$ cat src/rtl/display_arbiter_pkg.sv
// rtl/display_arbiter_pkg.sv - shared display types: FSM states, owner encoding, hold counter width
package display_arbiter_pkg;

  typedef enum logic [1:0] {
    ST_IDLE  = 2'd0,
    ST_GRANT = 2'd1,
    ST_HOLD  = 2'd2
  } state_t;

  typedef enum logic [1:0] {
    OWN_NONE = 2'b00,
    OWN_CPU  = 2'b01,
    OWN_COM  = 2'b10
  } owner_t;

  localparam int HOLD_CNT_W = 20;

  // The timer counts down to zero, so HOLD lasts load+1 cycles.
  function automatic logic [HOLD_CNT_W-1:0] hold_load(input int cycles);
    return HOLD_CNT_W'(cycles - 1);
  endfunction

endpackage

$ cat src/rtl/display_arbiter_hold_timer.sv
// rtl/display_arbiter_hold_timer.sv - loadable down-counter with zero flag
module display_arbiter_hold_timer
  import display_arbiter_pkg::*;
(
  input  logic                  clk_i,
  input  logic                  reset_ni,
  input  logic                  load_i,
  input  logic [HOLD_CNT_W-1:0] load_val_i,
  output logic                  done_o
);

  logic [HOLD_CNT_W-1:0] count_q;

  always_ff @(posedge clk_i or negedge reset_ni) begin
    if (!reset_ni) begin
      count_q <= '0;
    end else if (load_i) begin
      count_q <= load_val_i;
    end else if (count_q != '0) begin
      count_q <= count_q - HOLD_CNT_W'(1);
    end
  end

  assign done_o = (count_q == '0);

endmodule

$ cat src/rtl/display_arbiter.sv
// rtl/display_arbiter.sv - round-robin CPU/link arbiter for the display write port
module display_arbiter
  import display_arbiter_pkg::*;
#(
  parameter int HOLD_CYCLES = 1000
) (
  input  logic        clk_i,
  input  logic        reset_ni,
  input  logic        req_cpu_i,
  input  logic [31:0] dato_cpu_i,
  output logic        ack_cpu_o,
  input  logic        req_com_i,
  input  logic [31:0] dato_com_i,
  output logic        ack_com_o,
  output logic        we_o,
  output logic [31:0] dato_o,
  output logic [1:0]  owner_o,
  output logic        busy_o
);

  state_t state_q;
  owner_t owner_q;
  logic   prio_cpu_q;
  logic   armed_q;
  logic   cpu_wins;
  logic   timer_load;
  logic   hold_done;

  assign cpu_wins   = req_cpu_i && (!req_com_i || prio_cpu_q);
  assign timer_load = (state_q == ST_GRANT);
  assign owner_o    = owner_q;

  display_arbiter_hold_timer u_hold_timer (
    .clk_i      (clk_i),
    .reset_ni   (reset_ni),
    .load_i     (timer_load),
    .load_val_i (hold_load(HOLD_CYCLES)),
    .done_o     (hold_done)
  );

  // armed_q keeps the first edge after reset release from granting.
  always_ff @(posedge clk_i or negedge reset_ni) begin
    if (!reset_ni) begin
      state_q    <= ST_IDLE;
      owner_q    <= OWN_NONE;
      prio_cpu_q <= 1'b1;
      armed_q    <= 1'b0;
      dato_o     <= '0;
      we_o       <= 1'b0;
      ack_cpu_o  <= 1'b0;
      ack_com_o  <= 1'b0;
      busy_o     <= 1'b0;
    end else begin
      armed_q   <= 1'b1;
      we_o      <= 1'b0;
      ack_cpu_o <= 1'b0;
      ack_com_o <= 1'b0;
      case (state_q)
        ST_IDLE: begin
          if (armed_q && (req_cpu_i || req_com_i)) begin
            state_q <= ST_GRANT;
            busy_o  <= 1'b1;
            we_o    <= 1'b1;
            if (cpu_wins) begin
              ack_cpu_o  <= 1'b1;
              dato_o     <= dato_cpu_i;
              owner_q    <= OWN_CPU;
              prio_cpu_q <= 1'b0;
            end else begin
              ack_com_o  <= 1'b1;
              dato_o     <= dato_com_i;
              owner_q    <= OWN_COM;
              prio_cpu_q <= 1'b1;
            end
          end
        end
        ST_GRANT: begin
          state_q <= ST_HOLD;
        end
        ST_HOLD: begin
          if (hold_done) begin
            state_q <= ST_IDLE;
            busy_o  <= 1'b0;
          end
        end
        default: begin
          state_q <= ST_IDLE;
          busy_o  <= 1'b0;
        end
      endcase
    end
  end

endmodule

$ cat config.mk
export PLATFORM = sky130hd
export DESIGN_NAME = display_arbiter
export DESIGN_NICKNAME = d
export VERILOG_FILES = /design/src/rtl/display_arbiter_pkg.sv /design/src/rtl/display_arbiter_hold_timer.sv /design/src/rtl/display_arbiter.sv
export SDC_FILE = /design/constraint.sdc
export NUM_CORES = 1
export LEC_CHECK = 0
export BUFFER_PORTS_ARGS = -buffer_cell sky130_fd_sc_hd__buf_4
export CORE_MARGIN = 1
export CORE_UTILIZATION = 40
export DETAILED_ROUTE_END_ITERATION = 12
export PLACE_DENSITY = 0.76
export SLEW_MARGIN = 30
export SYNTH_ARGS = -nofsm -noshare
export SYNTH_HDL_FRONTEND = slang
export SYNTH_SLANG_ARGS = --single-unit
$ cat constraint.sdc
create_clock -name clk_i -period 2.12 [get_ports clk_i]
set_input_delay 0.318 -clock clk_i [delete_from_list [all_inputs] [get_ports clk_i]]
set_output_delay 0.318 -clock clk_i [all_outputs]
set_load 0.005 [all_outputs]
==> impl_metrics.sql <==
INSERT INTO impl_metrics (metric_group, metric, value, unit) VALUES
('sta', 'slew_headroom', '0.4796', ''),
('setup_path', 'cp.required', '2.39', 'ns'),
('sta', 'fin_setup_tns', '0', 'ns'),
('logic_synthesis', 'synth_async_sr_flop_share', '1.000', ''),
('grt', 'global_route.overflow_total', '0', ''),
('drt', 'wl_per_cell', '13.54', 'um'),
('drt', 'route.final.wire_length', '6649', 'um'),
('clocking', 'path_clk_slew', '0.07', 'ns'),
('logic_synthesis', 'synth_fp_nets', '352', ''),
('floorplanning', 'core_area', '6907', 'um2'),
('clocking', 'hold_buffers', '0', ''),
('logic_synthesis', 'yosys_most_used_dff', 'sky130_fd_sc_hd__dfrtp_1', ''),
('logic_synthesis', 'synthCells', '282', ''),
('setup_path', 'crit_path_start_kind', 'register', ''),
('power_and_ir_drop', 'p_int', '3.232', 'mW'),
('run', 'maxCapViolations', '0', ''),
('place', 'port_buffers', '105', ''),
('clocking', 'cts_inserted_buffers', '9', ''),
('logic_synthesis', 'synth.largest_area_cell', 'sky130_fd_sc_hd__dfrtp_1', ''),
('power_and_ir_drop', 'power.share.combinational', '0.347', ''),
('power_and_ir_drop', 'fin_total_pwr', '4.765', 'mW'),
('place', 'routabilityCongestion', '0.8181', ''),
('power_and_ir_drop', 'power.share.clock', '0.250', ''),
('power_and_ir_drop', 'switching_share', '0.3219', ''),
('logic_synthesis', 'mapped_area', '2917', 'um2'),
('setup_path', 'timing.reg2reg.setup_slack', '0.19', 'ns'),
('drt', 'first_pass_iters', '4', ''),
('logic_synthesis', 'ys_top_cells_by_area', 'sky130_fd_sc_hd__dfrtp_1 (52%), sky130_fd_sc_hd__mux2i_1 (11%), sky130_fd_sc_hd__nor2_1 (7.5%), sky130_fd_sc_hd__a21oi_1 (6.0%), sky130_fd_sc_hd__xor2_1 (3.9%)', ''),
('logic_synthesis', 'postSynthAreaPerCell', '10.34', 'um2'),
('sta', 'fin_worst_skew', '0.009319', 'ns'),
('final_layout', 'layout-drive-gt1-share', '0.3519', ''),
('floorplanning', 'top_level_ports', '106', ''),
('drt', 'drtAntennaViolNets', '0', ''),
('clocking', 'cts_buffer_depth', '2', ''),
('floorplanning', 'dieWidth', '87.39', 'um'),
('floorplanning', 'start_util', '0.4223', ''),
('final_layout', 'fillCellCount', '612', ''),
('power_and_ir_drop', 'vdd_ir_drop_max', '0.5522', 'mV'),
('sta', 'hold-worst-slack', '0.05240', 'ns'),
('final_layout', 'seqCellArea', '1553', 'um2'),
('clocking', 'cts_repair_resize_count', '0', ''),
('logic_synthesis', 'synth-seq-cells', '62', ''),
('grt', 'antenna_violations_before_repair', '0', ''),
('outcome', 'run_status', 'finished, final reports clean', ''),
('floorplanning', 'std_cell_rows', '30', ''),
('logic_synthesis', 'synth_edf_count', '0', ''),
('sta', 'final-hold-violation-count', '0', ''),
('drt', 'drt_first_iter_violations', '149', ''),
('final_layout', 'syn_to_final_growth', '39.85', '%'),
('power_and_ir_drop', 'p_leak', '1.941', 'nW'),
('place', 'placed_cells', '475', ''),
('clocking', 'clock_tree_from_tritoncts', 'built', ''),
('sta', 'tightest_slew', '0.7806', 'ns'),
('logic_synthesis', 'ys_seq_area_frac', '0.5324', ''),
('logic_synthesis', 'area_share_of_the_leading_cell_type_in_the_synthesized_netlist', '0.5234', ''),
('final_layout', 'final_core_util', '0.5906', ''),
('sta', 'period_share', '0.9114', ''),
('place', 'hpwlAfterDp', '4799', 'um'),
('floorplanning', 'die-area', '7637', 'um2'),
('grt', 'grt_pass1_wl', '10710', 'um'),
('min_path', 'min_path_type', 'in2async', ''),
('final_layout', 'stdcell_count', '491', ''),
('drt', 'route.vias.total', '2447', ''),
('logic_synthesis', 'synth.distinct_cells', '43', ''),
('power_and_ir_drop', 'cellPowerDensity', '1168', 'nW/um2'),
('setup_path', 'critical_path_class', 'reg2reg', ''),
('power_and_ir_drop', 'seq_power_share', '0.403', ''),
('logic_synthesis', 'yosys_warnings', '0', ''),
('setup_path', 'crit_path_max_fanout', '7', ''),
('grt', 'grt_start_max_net_pins', '70', ''),
('clocking', 'clk_latency', '0.34', 'ns');
-- Yosys cell counts, types with 2 or more instances --
library cell	n
sky130_fd_sc_hd__nor4_1	2
sky130_fd_sc_hd__nand4_1	4
sky130_fd_sc_hd__buf_2	7
sky130_fd_sc_hd__inv_1	5
sky130_fd_sc_hd__nand2_1	9
sky130_fd_sc_hd__or4_1	2
sky130_fd_sc_hd__nor2_1	58
sky130_fd_sc_hd__xor2_1	13
sky130_fd_sc_hd__nor3_1	3
sky130_fd_sc_hd__ha_1	2
sky130_fd_sc_hd__a21o_1	2
sky130_fd_sc_hd__clkbuf_1	6
sky130_fd_sc_hd__mux2i_1	32
sky130_fd_sc_hd__nand3_1	8
sky130_fd_sc_hd__a21oi_1	35
sky130_fd_sc_hd__dfrtp_1	61
sky130_fd_sc_hd__o31ai_1	4
sky130_fd_sc_hd__o21ai_0	3
sky130_fd_sc_hd__o21ai_2	2
-- cells by family after synthesis --
kind of cell,share of synthesized area
buf+inv,0.02617
mux,0.1137
other cells,0.001286
simple gates,0.1755
xor+xnor,0.04204
fa+ha+maj,0.008579
compound gates,0.1004
flops,0.5324
-- final timing paths --
path / cells past startpoint / from / to
max: 7 / u_hold_timer.count_q[0]$_DFFE_PN0P_ / u_hold_timer.count_q[1]$_DFFE_PN0P_
min: 1 / reset_ni / u_hold_timer.count_q[4]$_DFFE_PN0P_
max reg2reg: 7 / u_hold_timer.count_q[0]$_DFFE_PN0P_ / u_hold_timer.count_q[1]$_DFFE_PN0P_
min reg2reg: 1 / owner_o[0]$_DFFE_PN0P_ / owner_o[0]$_DFFE_PN0P_
max in group asynchronous: 1 / reset_ni / busy_o$_DFFE_PN0P_
min in group clk_i: 3 / dato_cpu_i[18] / dato_o[18]$_DFFE_PN0P_
-- power by group through the flow --
stage / logic, mW / registers [mW] / clock network [mW]
finish: 1.65 / 1.92 / 1.19
floorplan: 0.804 / 1.91 / 0
global route: 1.84 / 1.98 / 1.28
detailed placement: 1.68 / 1.93 / 0
CTS: 1.68 / 1.92 / 1.22
global placement: 1.63 / 1.91 / 0
-- metrics by stage --
stage / area, um2 / setup slack, ns
floorplan: 2917 / 0.3970
global placement: 3846 / 0.2863
detailed placement: 3846 / 0.2206
CTS: 4079 / 0.2047
global route: 4079 / 0.02966
finish: 4079 / 0.1877
-- worst max-delay path: stages, from the launching register on --
cell                      delay, ns
sky130_fd_sc_hd__dfrtp_1       0.40
sky130_fd_sc_hd__inv_1         0.12
sky130_fd_sc_hd__ha_1          0.17
sky130_fd_sc_hd__nor4b_4       0.23
sky130_fd_sc_hd__nand3_1       0.27
sky130_fd_sc_hd__nor2_4        0.27
sky130_fd_sc_hd__mux2_1        0.35
sky130_fd_sc_hd__nand2_1       0.06
-- routing by layer --
metal  part of all wire  wire length [um]  global-route usage  up-vias
met2               0.50              3303              0.2855       75
met5                  0                 0                   0        -
met1               0.41              2745              0.2299     1167
li1                   -                 -                   -     1190
met4              0.022               147             0.08942        0
met3              0.068               453             0.07109       15
-- layout by cell type (no fill, tap or decap), types with 2 or more instances in the layout --
master	Yosys	routed
sky130_fd_sc_hd__xor2_1	13	13
sky130_fd_sc_hd__buf_12	0	2
sky130_fd_sc_hd__nor3_1	3	3
sky130_fd_sc_hd__dfrtp_1	61	61
sky130_fd_sc_hd__nand2_1	9	9
sky130_fd_sc_hd__nor4b_4	1	2
sky130_fd_sc_hd__inv_1	5	5
sky130_fd_sc_hd__o21ai_0	3	3
sky130_fd_sc_hd__or4_1	2	2
sky130_fd_sc_hd__o31ai_1	4	4
sky130_fd_sc_hd__buf_4	0	108
sky130_fd_sc_hd__a21oi_1	35	35
sky130_fd_sc_hd__nor2_1	58	58
sky130_fd_sc_hd__a21o_1	2	2
sky130_fd_sc_hd__bufinv_16	0	2
sky130_fd_sc_hd__nor4_1	2	2
sky130_fd_sc_hd__nand3_1	8	8
sky130_fd_sc_hd__clkbuf_8	0	11
sky130_fd_sc_hd__nand4_1	4	4
sky130_fd_sc_hd__ha_1	2	2
sky130_fd_sc_hd__mux2i_1	32	32
-- final cells by class --
type / count / area share
well taps: 96 / 0.02945
flip-flops and latches: 62 / 0.3807
multi-input cells: 202 / 0.3196
clock inverters: 5 / 0.01994
repair buffers: 110 / 0.2086
clock buffers: 11 / 0.03712
inverters: 5 / 0.004601
-- state kept, by name, summed over array words and instances, names as in the netlist --
register,cells
dato_o,32
state_q,2
ack_com_o,1
ack_cpu_o,1
u_hold_timer.count_q,20
owner_o,2
prio_cpu_q,1
busy_o,1
armed_q,1
we_o,1
(Power assumes the default switching activity.)
